--- src/rtl/note_pkg.sv ---
// Shared definitions for the note scheduler: note indices, melody ROM entry
// layout, scheduler state encoding and small note helpers.
package note_pkg;

    // Note index = bit position in the one-hot note select.
    localparam int NOTE_C4 = 7;
    localparam int NOTE_D  = 6;
    localparam int NOTE_E  = 5;
    localparam int NOTE_F  = 4;
    localparam int NOTE_G  = 3;
    localparam int NOTE_A  = 2;
    localparam int NOTE_B  = 1;
    localparam int NOTE_C5 = 0;

    // ROM entry = {note_idx[2:0], dur_code[1:0]}.
    localparam int ENTRY_W  = 5;
    localparam int NOTE_MSB = 4;
    localparam int NOTE_LSB = 2;
    localparam int DUR_MSB  = 1;
    localparam int DUR_LSB  = 0;

    typedef struct packed {
        logic [NOTE_MSB-NOTE_LSB:0] note_idx;
        logic [DUR_MSB-DUR_LSB:0]   dur_code;
    } rom_entry_t;

    typedef enum logic [1:0] {
        IDLE = 2'd0,
        LOAD = 2'd1,
        NOTE = 2'd2,
        GAP  = 2'd3
    } state_t;

    // Builds a ROM entry from a note index and a length in beats (1..4).
    function automatic rom_entry_t make_entry(int note, int beats);
        rom_entry_t e;
        e.note_idx = 3'(note);
        e.dur_code = 2'(beats - 1);
        return e;
    endfunction

    localparam int MELODY_LEN = 15;

    localparam rom_entry_t MELODY [MELODY_LEN] = '{
        make_entry(NOTE_E, 1),  make_entry(NOTE_E, 1),  make_entry(NOTE_F, 1),
        make_entry(NOTE_G, 1),  make_entry(NOTE_G, 1),  make_entry(NOTE_F, 1),
        make_entry(NOTE_E, 1),  make_entry(NOTE_D, 1),  make_entry(NOTE_C4, 1),
        make_entry(NOTE_C4, 1), make_entry(NOTE_D, 1),  make_entry(NOTE_E, 1),
        make_entry(NOTE_E, 2),  make_entry(NOTE_D, 1),  make_entry(NOTE_D, 2)
    };

    // One-hot select for a note index.
    function automatic logic [7:0] note_onehot(logic [2:0] idx);
        return 8'd1 << idx;
    endfunction

    // Keeps only the lowest set bit: lowest index wins, i.e. higher pitch.
    function automatic logic [7:0] lowest_set(logic [7:0] v);
        return v & (~v + 8'd1);
    endfunction

endpackage

--- src/rtl/note_scheduler_if.sv ---
// Control/status bundle between the note scheduler and its user.
interface note_scheduler_if #(
    parameter int IDX_W = 4
);
    logic [7:0]       sw;
    logic             play;
    logic             stop;
    logic             loop_en;
    logic [7:0]       note_sel;
    logic [7:0]       Led;
    logic             busy;
    logic [IDX_W-1:0] song_idx;

    modport master (
        output sw, play, stop, loop_en,
        input  note_sel, Led, busy, song_idx
    );

    modport slave (
        input  sw, play, stop, loop_en,
        output note_sel, Led, busy, song_idx
    );
endinterface

--- src/rtl/note_scheduler_song_rom.sv ---
// Synchronous melody ROM: one registered read per cycle, zero past the song end.
module note_scheduler_song_rom
    import note_pkg::*;
#(
    parameter int IDX_W    = 4,
    parameter int SONG_LEN = 15
) (
    input  logic             CLK,
    input  logic [IDX_W-1:0] i_addr,
    output rom_entry_t       o_data
);

    rom_entry_t r_data;

    // Registered table lookup.
    // NOTE: the read register carries no reset; its content is fully
    // determined by the address one cycle earlier, and the scheduler only
    // consumes it after addressing it.
    always_ff @(posedge CLK) begin
        if (int'(i_addr) < SONG_LEN && int'(i_addr) < MELODY_LEN) begin
            r_data <= MELODY[i_addr];
        end else begin
            r_data <= '0;
        end
    end

    assign o_data = r_data;

endmodule

--- src/rtl/note_scheduler.sv ---
// Note scheduler: arbitrates manual keys against the autoplay sequencer and
// drives a registered one-hot note select to the tone generator and LEDs.
module note_scheduler
    import note_pkg::*;
#(
    parameter int TICKS_PER_BEAT = 25,
    parameter int GAP_TICKS      = 2,
    parameter int SONG_LEN       = 15,
    parameter int IDX_W          = 4
) (
    input  logic              CLK,
    input  logic              RESET,
    note_scheduler_if.slave   bus
);

    localparam int MAX_TICKS = (4 * TICKS_PER_BEAT > GAP_TICKS) ? 4 * TICKS_PER_BEAT : GAP_TICKS;
    localparam int TICK_W    = $clog2(MAX_TICKS + 1);

    state_t           r_state;
    logic [7:0]       r_note_sel;
    logic             r_busy;
    logic [IDX_W-1:0] r_song_idx;
    logic [TICK_W-1:0] r_tick;

    state_t           w_state_nxt;
    logic [7:0]       w_note_nxt;
    logic             w_busy_nxt;
    logic [IDX_W-1:0] w_idx_nxt;
    logic [TICK_W-1:0] w_tick_nxt;

    logic [7:0]       w_sw_sel;
    logic             w_abort;
    rom_entry_t       w_rom;
    logic [TICK_W-1:0] w_dur_ticks;

    assign w_sw_sel    = lowest_set(bus.sw);
    assign w_abort     = bus.stop || (bus.sw != 8'd0);
    // Counter runs down to zero, so it is loaded with length-1.
    assign w_dur_ticks = TICK_W'((int'(w_rom.dur_code) + 1) * TICKS_PER_BEAT - 1);

    // The ROM is addressed with the next index so the entry is already
    // registered when the FSM sits in LOAD.
    note_scheduler_song_rom #(
        .IDX_W    (IDX_W),
        .SONG_LEN (SONG_LEN)
    ) u_song_rom (
        .CLK    (CLK),
        .i_addr (w_idx_nxt),
        .o_data (w_rom)
    );

    // Next-state and next-output decode for the scheduler FSM.
    always_comb begin
        // NOTE: every signal gets a hold value before the case so no path
        // leaves one unassigned, which would infer a latch.
        w_state_nxt = r_state;
        w_note_nxt  = r_note_sel;
        w_busy_nxt  = r_busy;
        w_idx_nxt   = r_song_idx;
        w_tick_nxt  = r_tick;

        case (r_state)
            IDLE: begin
                w_note_nxt = w_sw_sel;
                if (bus.play && !bus.stop && bus.sw == 8'd0) begin
                    w_state_nxt = LOAD;
                    w_busy_nxt  = 1'b1;
                    w_idx_nxt   = '0;
                end
            end

            LOAD: begin
                if (w_abort) begin
                    w_state_nxt = IDLE;
                    w_busy_nxt  = 1'b0;
                    w_idx_nxt   = '0;
                    w_tick_nxt  = '0;
                    w_note_nxt  = w_sw_sel;
                end else begin
                    w_state_nxt = NOTE;
                    w_note_nxt  = note_onehot(w_rom.note_idx);
                    w_tick_nxt  = w_dur_ticks;
                end
            end

            NOTE: begin
                if (w_abort) begin
                    w_state_nxt = IDLE;
                    w_busy_nxt  = 1'b0;
                    w_idx_nxt   = '0;
                    w_tick_nxt  = '0;
                    w_note_nxt  = w_sw_sel;
                end else if (r_tick == '0) begin
                    w_state_nxt = GAP;
                    w_note_nxt  = 8'd0;
                    w_tick_nxt  = TICK_W'(GAP_TICKS - 1);
                end else begin
                    w_tick_nxt  = r_tick - 1'b1;
                end
            end

            GAP: begin
                if (w_abort) begin
                    w_state_nxt = IDLE;
                    w_busy_nxt  = 1'b0;
                    w_idx_nxt   = '0;
                    w_tick_nxt  = '0;
                    w_note_nxt  = w_sw_sel;
                end else if (r_tick != '0) begin
                    w_tick_nxt  = r_tick - 1'b1;
                end else if (r_song_idx < IDX_W'(SONG_LEN - 1)) begin
                    w_state_nxt = LOAD;
                    w_idx_nxt   = r_song_idx + 1'b1;
                end else if (bus.loop_en) begin
                    w_state_nxt = LOAD;
                    w_idx_nxt   = '0;
                end else begin
                    w_state_nxt = IDLE;
                    w_busy_nxt  = 1'b0;
                    w_idx_nxt   = '0;
                end
            end

            default: begin
                w_state_nxt = IDLE;
                w_busy_nxt  = 1'b0;
                w_idx_nxt   = '0;
                w_tick_nxt  = '0;
                w_note_nxt  = 8'd0;
            end
        endcase
    end

    // State, counter and output registers with synchronous active-low reset.
    always_ff @(posedge CLK) begin
        // NOTE: sequential state uses non-blocking assignments so every
        // register samples the pre-edge values of the others.
        if (!RESET) begin
            r_state    <= IDLE;
            r_note_sel <= 8'd0;
            r_busy     <= 1'b0;
            r_song_idx <= '0;
            r_tick     <= '0;
        end else begin
            r_state    <= w_state_nxt;
            r_note_sel <= w_note_nxt;
            r_busy     <= w_busy_nxt;
            r_song_idx <= w_idx_nxt;
            r_tick     <= w_tick_nxt;
        end
    end

    assign bus.note_sel = r_note_sel;
    assign bus.Led      = r_note_sel;
    assign bus.busy     = r_busy;
    assign bus.song_idx = r_song_idx;

endmodule

--- src/flat_wrapper.sv ---
// flat-port wrapper written by rule: the top's interface ports become plain ports
module note_scheduler_flat import note_pkg::*;
#(
    parameter int TICKS_PER_BEAT = 25,
    parameter int GAP_TICKS      = 2,
    parameter int SONG_LEN       = 15,
    parameter int IDX_W          = 4
)
  (CLK, RESET, bus_sw, bus_play, bus_stop, bus_loop_en, bus_note_sel, bus_Led, bus_busy, bus_song_idx);
  note_scheduler_if #(.IDX_W(IDX_W)) bus_i ();
  input  logic CLK;
  input  logic RESET;
  input wire logic [$bits(bus_i.sw)-1:0] bus_sw;
  input wire logic [$bits(bus_i.play)-1:0] bus_play;
  input wire logic [$bits(bus_i.stop)-1:0] bus_stop;
  input wire logic [$bits(bus_i.loop_en)-1:0] bus_loop_en;
  output wire logic [$bits(bus_i.note_sel)-1:0] bus_note_sel;
  output wire logic [$bits(bus_i.Led)-1:0] bus_Led;
  output wire logic [$bits(bus_i.busy)-1:0] bus_busy;
  output wire logic [$bits(bus_i.song_idx)-1:0] bus_song_idx;
  assign bus_i.sw = bus_sw;
  assign bus_i.play = bus_play;
  assign bus_i.stop = bus_stop;
  assign bus_i.loop_en = bus_loop_en;
  assign bus_note_sel = bus_i.note_sel;
  assign bus_Led = bus_i.Led;
  assign bus_busy = bus_i.busy;
  assign bus_song_idx = bus_i.song_idx;
  note_scheduler #(.TICKS_PER_BEAT(TICKS_PER_BEAT), .GAP_TICKS(GAP_TICKS), .SONG_LEN(SONG_LEN), .IDX_W(IDX_W)) u_core (.CLK(CLK), .RESET(RESET), .bus(bus_i));
endmodule
--- config.mk ---
export PLATFORM = sky130hd
export DESIGN_NAME = note_scheduler_flat
export DESIGN_NICKNAME = d
export VERILOG_FILES = /design/src/rtl/note_pkg.sv /design/src/rtl/note_scheduler_if.sv /design/src/rtl/note_scheduler_song_rom.sv /design/src/rtl/note_scheduler.sv /design/src/flat_wrapper.sv
export SDC_FILE = /design/constraint.sdc
export NUM_CORES = 1
export LEC_CHECK = 0
export ABC_CLOCK_PERIOD_IN_PS = 4000
export BUFFER_PORTS_ARGS = -buffer_cell sky130_fd_sc_hd__buf_4
export CORE_MARGIN = 2
export CORE_UTILIZATION = 40
export DETAILED_ROUTE_END_ITERATION = 10
export PLACE_DENSITY = 0.58
export SLEW_MARGIN = 20
export SYNTH_ARGS = -nofsm -noshare
export SYNTH_HDL_FRONTEND = slang
export SYNTH_HIERARCHICAL = 1
export SYNTH_SLANG_ARGS = --single-unit
--- constraint.sdc ---
create_clock -name CLK -period 4 [get_ports CLK]
set_input_delay 0.2 -clock CLK [delete_from_list [all_inputs] [get_ports CLK]]
set_output_delay 0.2 -clock CLK [all_outputs]
set_load 0.02 [all_outputs]
# Word-level counts from Yosys, hierarchy flattened

Memories as Yosys holds them, arrays and structs flattened. A register that Yosys moved wholly into a read port is not among the register bits.
Index checks and enable logic that the tools add are counted.

Register bits after elaboration: 22
Bits in latches: 0
RAM bits: 0
Memory bits (read-only): 80
Input port bits: 13
Output and inout bits: 21
Word-level logic and storage cells: 78
Memories kept: 1

Memory list:

| memory          | words | bits a word | rd ports | clocked after Yosys merged registers in | wr ports | line                          | RTL |
|---|---|---|---|---|---|---|---|
| (no name shown) | 16    | 5           | 1        | 1                                       | 0        | note_scheduler_song_rom.sv:21 | `r_data <= MELODY[i_addr];` |

$add $sub $neg: 5
Multiply operators: 1
Div/mod/pow operators: 0
Magnitude comparators: 2
Equal/unequal tests: 11
Shift-type cells: 1
Mux-type cells: 33
Bitwise gates (word level): 3
Reductions and logical operators: 16

Operators with widths:

| cell                                                   | number |
|---|---|
| two-way mux 7 bit                                      | 5 |
| multiplier 32 x 6 -> 7 bit (second input constant)     | 1 |
| two-way mux 8 bit                                      | 4 |
| one-hot mux 8 bit (4 select lines)                     | 1 |
| one-hot mux 7 bit (3 select lines)                     | 1 |
| two-way mux 4 bit                                      | 5 |
| two-way mux 2 bit                                      | 7 |
| one-hot mux 4 bit (3 select lines)                     | 1 |
| inequality test 3 x 2 -> 1 bit (second input constant) | 3 |
| adder 8 x 1 -> 8 bit (second input constant)           | 1 |
| bitwise AND 8 bit                                      | 1 |
| logical NOT 8 bit                                      | 1 |
| < comparator 4 bit (second input constant)             | 2 |
| NOT 8 bit                                              | 1 |
| one-hot mux 2 bit (4 select lines)                     | 1 |
| nonzero test 8 bit                                     | 1 |
| left shift 1 x 3 -> 8 bit (first input constant)       | 1 |
| logical NOT 7 bit                                      | 1 |
| two-way mux 1 bit                                      | 7 |
| nonzero test 7 bit                                     | 1 |
| subtractor 7 x 1 -> 7 bit (second input constant)      | 1 |
| subtractor 7 x 2 -> 7 bit (second input constant)      | 1 |
| inequality test 2 x 1 -> 1 bit (second input constant) | 3 |
| inequality test 3 x 1 -> 1 bit (second input constant) | 2 |
| other kinds (15)                                       | 19 |

# Logic depth before layout (Yosys ltp)

Gate-level depths: netlist (run 1).

Depth after elaboration: 7
Depth in mapped cells: 11
Depth with buffers taken out: 11

# Modules after synthesis

Netlist (run 1), hierarchy kept.

Modules (own cells, without submodules):

| module                  | times used | cells an instance | area each (um2) | seq. area each (um2) |
|---|---|---|---|---|
| note_scheduler          | 1          | 224               | 1774.2          | 440.4 |
| note_scheduler_song_rom | 1          | 28                | 264.0           | 80.1 |

# Worst setup path before layout (run 1)

No wires, ideal clock.

Path kind: input -> register
Start point: input bus_sw[7]
End point: register u_core/u_song_rom/o_data[4] (netlist name)
Setup time: 0.069 ns
Data arrival time: 2.364 ns
Data required time: 3.931 ns
Slack: 1.567 ns
Stages: 9
Path buffers: 1
Cells stage by stage: nor3_1 nand3_1 buf_2 o311ai_0 o21a_1 inv_1 ha_1 mux2_4 o21ai_2

Cells in the longest elaborated chain, start to end: 6
Elaborated cells on any way between the ends: 11
Classes of those cells: order compare (1); mux (4); bitwise (1); reduce/logical (5)

Ends and longest elaborated chain:

| element                                                        | line                                       | RTL |
|---|---|---|
| from (decl)                                                    | flat_wrapper.sv:13                         | `input wire logic [$bits(bus_i.sw)-1:0] bus_sw;` |
| nonzero test 8 bit / logical NOT 8 bit (equally long branches) | note_scheduler.sv:37, note_scheduler.sv:65 |  |
| logical OR 1 bit / logical AND 1 bit (equally long branches)   | note_scheduler.sv:37, note_scheduler.sv:65 |  |
| two-way mux 4 bit, on equally long branches                    | n/a                                        |  |
| one-hot mux 4 bit (3 select lines) (*)                         | note_scheduler.sv:62                       | `case (r_state)` |
| net u_core.w_idx_nxt[0]                                        | note_scheduler.sv:28                       | `logic [IDX_W-1:0] w_idx_nxt;` |
| < comparator 4 bit                                             | note_scheduler_song_rom.sv:20              | `if (int'(i_addr) < SONG_LEN && int'(i_addr) < MELODY_LEN) begin` |
| logical NOT 1 bit (no line)                                    | n/a                                        |  |

Mark *: on every way through the listed nets, which the timed path passes. The rest lies on a longest branch.
A chain may end at the register's enable or synchronous reset.

# Worst setup path after layout (run 1)

Start point: register u_core.r_tick[0]
End point: register u_core/u_song_rom/o_data[3] (netlist name)

Cells in the longest elaborated chain, start to end: 6
Elaborated cells on any way between the ends: 7
Classes of those cells: order compare (1); mux (3); bitwise (1); reduce/logical (2)

Ends and longest elaborated chain:

| element                                | line                          | RTL |
|---|---|---|
| from (decl)                            | note_scheduler.sv:23          | `logic [TICK_W-1:0] r_tick;` |
| from (signal assigned)                 | note_scheduler.sv:149         | `r_tick <= w_tick_nxt;` |
| nonzero test 7 bit (*)                 | note_scheduler.sv:109         | `end else if (r_tick != '0) begin` |
| two-way mux 4 bit (*)                  | note_scheduler.sv:109         |  |
| two-way mux 4 bit (*)                  | note_scheduler.sv:103         | `if (w_abort) begin` |
| one-hot mux 4 bit (3 select lines) (*) | note_scheduler.sv:62          |  |
| net u_core.w_idx_nxt[0]                | note_scheduler.sv:28          |  |
| < comparator 4 bit                     | note_scheduler_song_rom.sv:20 |  |
| logical NOT 1 bit (no line)            | n/a                           |  |

Marked as above.

==> impl_results.md, run 1 <==
- Status: finished clean
- Share of cells above drive strength 1: roughly a fifth
- Primary FF master, synth: dfxtp_1
- Synth unique cells: 61
- FF-to-FF path depth: 11
- Setup TNS: 0 ns
- Initial DRC count: 91
- Die Ht: about 75 um
- Placed Area: 2251 um2
- Clk slew on worst S/H paths: 0.10 ns
- Total iterations of the first detailed-routing run: 4
- Slew HR: 53.30%
- Post-cts resize count: 0
- Layout Skew: ~0.0052 ns
- First-pass GRT wire length: 8.148 mm
- Hold Crit Class: input port to flop
- Port Buf Inserts: 33
- GRT Total Usage: 18.41%
- Worst hold start: RESET
- Warnings from Yosys: 6
- Syn Area/Cell: 8.088 um2
- CP cell instances: inv_1 > ha_1 > nor2b_1 > nand2_2 > a21oi_1 > o311ai_0 > o21a_1 > inv_1 > ha_1 > a21oi_1 > o22a_1
- Kind of critical path: flop to flop
- Commonest cells after routing, fill and taps aside: buf_4, dfxtp_1, nand2_1
- Vias in the first global route: around 1,600
- # setup viols final: 0
- CP max-delay cell: o311ai_0
- Minimum clock period: 2.674 ns
- R2R Path End: u_core/u_song_rom/o_data[3]
- WL final: between 5 and 6 mm
- Crit path launch type: flop
- DRT antenna net count: 0
- Worst Hold Depth: 2
- Sequential area share after synthesis: about 26%
- EDFF count, synth: 0
- Final Hold Fails: 0
- Mean routed wirelength per cell: 14.90 um
- Largest cells by area after synthesis: dfxtp_1, ha_1, a21oi_1
- R2r startpoint: u_core/r_tick[0]
- Clock Tree Root: clkbuf_8
- Crit Path Max Fanout: 6
- Final instance area: 2322 um2
- Antenna cells: 0
- Crit path DAT: 2.86 ns
- Initial antenna violation count: 0
- Crit path required time: 4.19 ns
- Clock sinks: 26
- Remaining DRCs: 0
- H-tree depth: 1
- Area grow syn2layout: 13.94%
- Layout fillers: 525
- R2R Setup Slk: 1.33 ns
- Synth Register Bits: 26
- Routed vias: 1,885
- RSZ-0062 raised after global routing: false
- Ys async rst share: 0%
- Leakage: 0.9547 nW
- Worst-case clock buffer depth: 2
- Worst Tran Pin Value: around 0.7 ns
- Vias per cell: 5.528
- PD cells: 245.8 nW/um2
- CP peak stage delay: between 0.4 and 0.5 ns
- CTS tree: done
- Layout net count: 309
- Pin count of the biggest net entering global routing: 17
- Synthesized instance count: 252
- Post-detail-place hpwl: 3.793 mm
- Max cap viols: 0
- Final max-slew violation count: 0
- I/O pins: 34
- Peak VDD IR: 0.0002159 V
- Largest area contributor in the netlist: dfxtp_1
- Most common cell after layout, fill and taps aside: buf_4
- Mapped cell area: 2038 um2
- Initial core utilization: 42.31%
- Die area: 5682 um2
- Tcrit/Tclk final: 66.84%
- Die width: ~75 um
- Clk_lat worst skew: 0.28 ns
- Row cnt: 25
- Mapped Nets: ~290
- Post-CTS Setup Repair Bufs: 0
- Max Fclk: 374.0 MHz
- Top cell type's share of synthesized area: 25.54%
- Worst Setup End Kind: flop
- CTS Buf Count: 3
- Gr ovfl total: 0
- Core area: ~4800 um2
- WHS Endpoint: u_core/bus.song_idx[0]
- Final RePlAce weighted congestion: 0.8217
- Hold-fix buffers, CTS: 0
==> final cells by class <==
class                   count  area [um2]  area share (%)
well taps                  67       83.83           3.610
inverters                  13       48.80           2.101
clock buffers               3       41.29           1.778
clock inverters             1       30.03           1.293
multi-input cells         194        1320           56.84
flip-flops and latches     26       520.5           22.41
repair buffers             37       277.8           11.96
==> critical path: cells and delay by family, from the launching register on <==
family          cells  cell delay [ns]
buf+inv             2             0.18
flops               1             0.42
fa+ha+maj           2             0.53
compound gates      5             1.13
simple gates        2             0.33
==> how the worst max path moves through the flow <==
stage / startpoint / slack (ns) / endpoint / depth (start not counted)
CTS: u_core/r_tick[0] / 1.35 / u_core/u_song_rom/o_data[4] / 11
floorplan: bus_sw[7] / 1.57 / u_core/u_song_rom/o_data[4] / 9
global route: u_core/r_tick[0] / 1.04 / u_core/u_song_rom/o_data[2] / 11
detailed placement: bus_sw[0] / 1.19 / u_core/u_song_rom/o_data[3] / 10
finish: u_core/r_tick[0] / 1.33 / u_core/u_song_rom/o_data[3] / 11
global placement: bus_sw[0] / 1.29 / u_core/u_song_rom/o_data[3] / 10
==> sequential cells by signal, summed over array words and instances, names as in the netlist <==
signal / cells
u_core/r_tick: 7
u_core/bus.busy: 1
u_core/r_state: 2
u_core/u_song_rom/o_data: 4
u_core/bus.Led: 8
u_core/bus.song_idx: 4
==> stage by stage <==
stage | setup WS [ns] | power (mW) | utilization, % | hold slack (ns) | std cells
6_report | 1.326 | 0.5708 | 48.21 | 0.2417 | 341
5_1_grt | 1.044 | 0.5927 | 48.21 | 0.2496 | 341
4_1_cts | 1.345 | 0.5742 | 48.21 | 0.2428 | 341
3_5_place_dp | 1.189 | 0.3466 | 46.73 | 0.4570 | 337
3_3_place_gp | 1.290 | 0.3463 | 46.73 | 0.4525 | 337
2_1_floorplan | 1.567 | 0.3211 | - | 0.3624 | 252
==> Yosys cell counts (2+ instances only) <==
library cell,count
a211oi_1,5
a21oi_1,18
a31o_2,2
a31oi_1,7
a32o_1,4
a41oi_1,2
and3_1,5
buf_2,3
buf_4,9
clkbuf_1,2
clkbuf_8,2
dfxtp_1,26
ha_1,21
inv_1,13
mux2i_1,2
nand2_1,22
nand3_1,7
nand3b_1,2
nand4_1,5
nor2_1,21
nor2b_1,2
nor3_1,15
nor3b_1,3
nor4_2,2
nor4b_1,2
o21ai_0,9
o22ai_1,3
o31ai_1,2
or4_1,2
xnor2_1,3
==> per-layer routing <==
layer	GRT usage, %	routed length [um]	vias up	share of wire, %
met5	0	0	-	0
met4	4.678	51	0	1.0
met3	1.984	162	7	3.2
met2	27.63	2256	43	44
met1	27.97	2609	876	51
li1	-	-	959	-
==> cells by family after synthesis <==
family	count (synthesis)	share of synthesized area [%]
AOI/OAI and AO/OA	67	22.22
xor gates and xnor gates	3	1.289
adders and majority gates	21	12.89
buffers and inverters	32	9.699
DFF	26	25.54
muxes	3	1.719
other	1	0.1840
and+or+nand+nor	99	26.46
==> where the power goes <==
group	internal, mW	switching, mW	leakage (nW)
Combinational	0.0317	0.0450	0.709
Clock	0.134	0.0952	0.0357
Sequential	0.262	0.00246	0.210
Total	0.428	0.143	0.955
Note: power is estimated with default switching activity, not from simulation.
==> inputs of run 2 (changes only) <==
--- a/config.mk
+++ b/config.mk
@@ -5,7 +5,7 @@
 export SDC_FILE = /design/constraint.sdc
 export NUM_CORES = 1
 export LEC_CHECK = 0
-export ABC_CLOCK_PERIOD_IN_PS = 4000
+export ABC_CLOCK_PERIOD_IN_PS = 2500
 export BUFFER_PORTS_ARGS = -buffer_cell sky130_fd_sc_hd__buf_4
 export CORE_MARGIN = 2
 export CORE_UTILIZATION = 40
==> constraint.sdc (replaced) <==
create_clock -name CLK -period 2.5 [get_ports CLK]
set_input_delay 0.125 -clock CLK [delete_from_list [all_inputs] [get_ports CLK]]
set_output_delay 0.125 -clock CLK [all_outputs]
set_load 0.02 [all_outputs]
==> run 2 against run 1 <==
Non-clock buffer count grew 9. Fmax grew 16%. Register-to-register slack lost 1.1 ns. Die area is the same. Global-route usage is essentially flat. Clock skew grew 0.00061 ns. Critical path depth shrank 2.
==> impl_results.md, run 2 (synthesis results as in run 1) <==
- Remaining DRCs: 0
- Crit path required time: 2.69 ns
- Row cnt: 25
- Worst Tran Pin Value: 0.6592 ns
- Pint: 0.6916 mW
- Total iterations of the first detailed-routing run: 4
- Max Fclk: about 440 MHz
- Combinational share of power: 14.5%
- DRT antenna net count: 0
- Area grow syn2layout: 18.72%
- H-tree depth: 1
- R2R Path End: u_core/u_song_rom/o_data[2]
- FF-to-FF path depth: 9
- Sw power: between 0.2 and 0.25 mW
- Worst hold start: RESET
- Sw Ratio: 24.45%
- Final core occ: about half
- I/O pins: 34
- Hold-fix buffers, CTS: 0
- Routed vias: 1,919
- Initial antenna violation count: 0
- Initial core utilization: roughly 42%
- Post-detail-place hpwl: 3.898 mm
- Commonest cells after routing, fill and taps aside: buf_4, dfxtp_1, nand2_1
- Max reg flops: 8
- Clk slew on worst S/H paths: approximately 0.10 ns
- Clk_lat worst skew: 0.28 ns
- Clk pwr share: 39.2%
- Minimum clock period: 2.297 ns
- Multi-input gate area: 1350 um2
- Layout Skew: 0.005782 ns
- Vias in the first global route: 1,706
- First-pass GRT wire length: a little over 8 mm
- Leakage: 1.005 nW
- Worst Setup End Kind: flop
- PD cells: 378.3 nW/um2
- Core area: roughly 4800 um2
- Die width: 75.38 um
- CTS tree: done
- Pin count of the biggest net entering global routing: 17
- Crit path launch type: flop
- WL final: around 5.1 mm
- Register Area: about 520 um2
- Tot Pwr: 0.9154 mW
- Gr ovfl total: 0
- R2R Setup Slk: 0.20 ns
- Antenna cells: 0
- Initial DRC count: 89
- GRT Total Usage: between 10% and 20%
- Worst-case clock buffer depth: 2
- Slew HR: ~56%
- # setup viols final: 0
- Status: finished clean
- Vias per cell: between 5 and 6
- Peak VDD IR: about 0.00036 V
- Max cap viols: 0
- Crit path DAT: 2.49 ns
- Reg power frac: between 40% and 50%
- Hold Crit Class: input port to flop
- Crit Path Max Fanout: 9
- Kind of critical path: flop to flop
- Final max-slew violation count: 0
- Most common cell after layout, fill and taps aside: buf_4
- Layout net count: 318
- RSZ-0062 raised after global routing: false
- Share of cells above drive strength 1: 24.38%
- Die area: ~5700 um2
- Setup TNS: 0 ns
- Mean routed wirelength per cell: 14.49 um
- Port Buf Inserts: 33
- Tcrit/Tclk final: 91.88%
- WHS Endpoint: u_core/bus.song_idx[0]
- Clock Tree Root: clkbuf_8
- Final Hold Fails: 0
- Final RePlAce weighted congestion: 0.8076
- Worst Hold Depth: 2
- Clock sinks: 26
- CTS Buf Count: 3
- Die Ht: 75.38 um
- R2r startpoint: u_core/r_tick[2]
- Layout fillers: 498
run 2: what timing repair did:
item / 4_1_cts / 5_1_grt
gates resized for setup: 0 / 7
endpoints found under the setup margin: 0 / 3
buffers inserted: 0 / 0
run 2: layout make-up:
cell class,count,share of cell area (%)
inverter,13,2.017
timing repair buffer,46,14.27
clock buffer,3,1.706
clock inverter,1,1.241
sequential,26,21.51
multi-input combinational,194,55.79
tap,67,3.464
run 2: per-stage QoR:
stage	hold WS, ns	instances	instance area, um2	setup WS (ns)
after floorplan	0.2874	252	2038	0.07446
after global placement	0.4613	346	2318	0.1297
after detailed placement	0.4610	346	2318	0.08186
after global routing	0.1760	350	2420	0.006704
after CTS	0.1706	350	2390	0.03526
final	0.1745	350	2420	0.2031
run 2: power groups by stage:
| stage | Clock (mW) | Combinational (mW) | Sequential [mW] |
|---|---|---|---|
| 6_report | 0.359 | 0.133 | 0.424 |
| 5_1_grt | 0.376 | 0.145 | 0.425 |
| 4_1_cts | 0.370 | 0.128 | 0.424 |
| 3_5_place_dp | 0 | 0.128 | 0.434 |
| 3_3_place_gp | 0 | 0.128 | 0.433 |
| 2_1_floorplan | 0 | 0.0766 | 0.437 |
run 2: how the worst max path moves through the flow:
stage                                 from  depth (start not counted)                           to
after detailed placement  u_core/r_tick[0]                         11  u_core/u_song_rom/o_data[4]
after floorplan           u_core/r_tick[2]                          8  u_core/u_song_rom/o_data[4]
after global placement    u_core/r_tick[0]                         11  u_core/u_song_rom/o_data[4]
final                     u_core/r_tick[2]                          9  u_core/u_song_rom/o_data[2]
after CTS                 u_core/r_tick[0]                         11  u_core/u_song_rom/o_data[4]
after global routing      u_core/r_tick[2]                         10  u_core/u_song_rom/o_data[3]
run 2: critical path, stage by stage, from the launching register on:
cell,delay (ns)
dfxtp_1,0.38
or4_4,0.60
nor2_1,0.23
a21oi_1,0.14
a22oi_1,0.24
nor2_1,0.08
buf_4,0.17
nand2_1,0.08
o21ai_1,0.07
a221oi_1,0.22
run 2: per-layer routing:
layer  share of wire [%]  global-route usage [%]  wire length, um
met5                   0                       0                0
met4                0.16                   2.339                8
met1                  51                   26.24             2576
met3                 3.6                   3.175              185
met2                  45                   30.05             2302
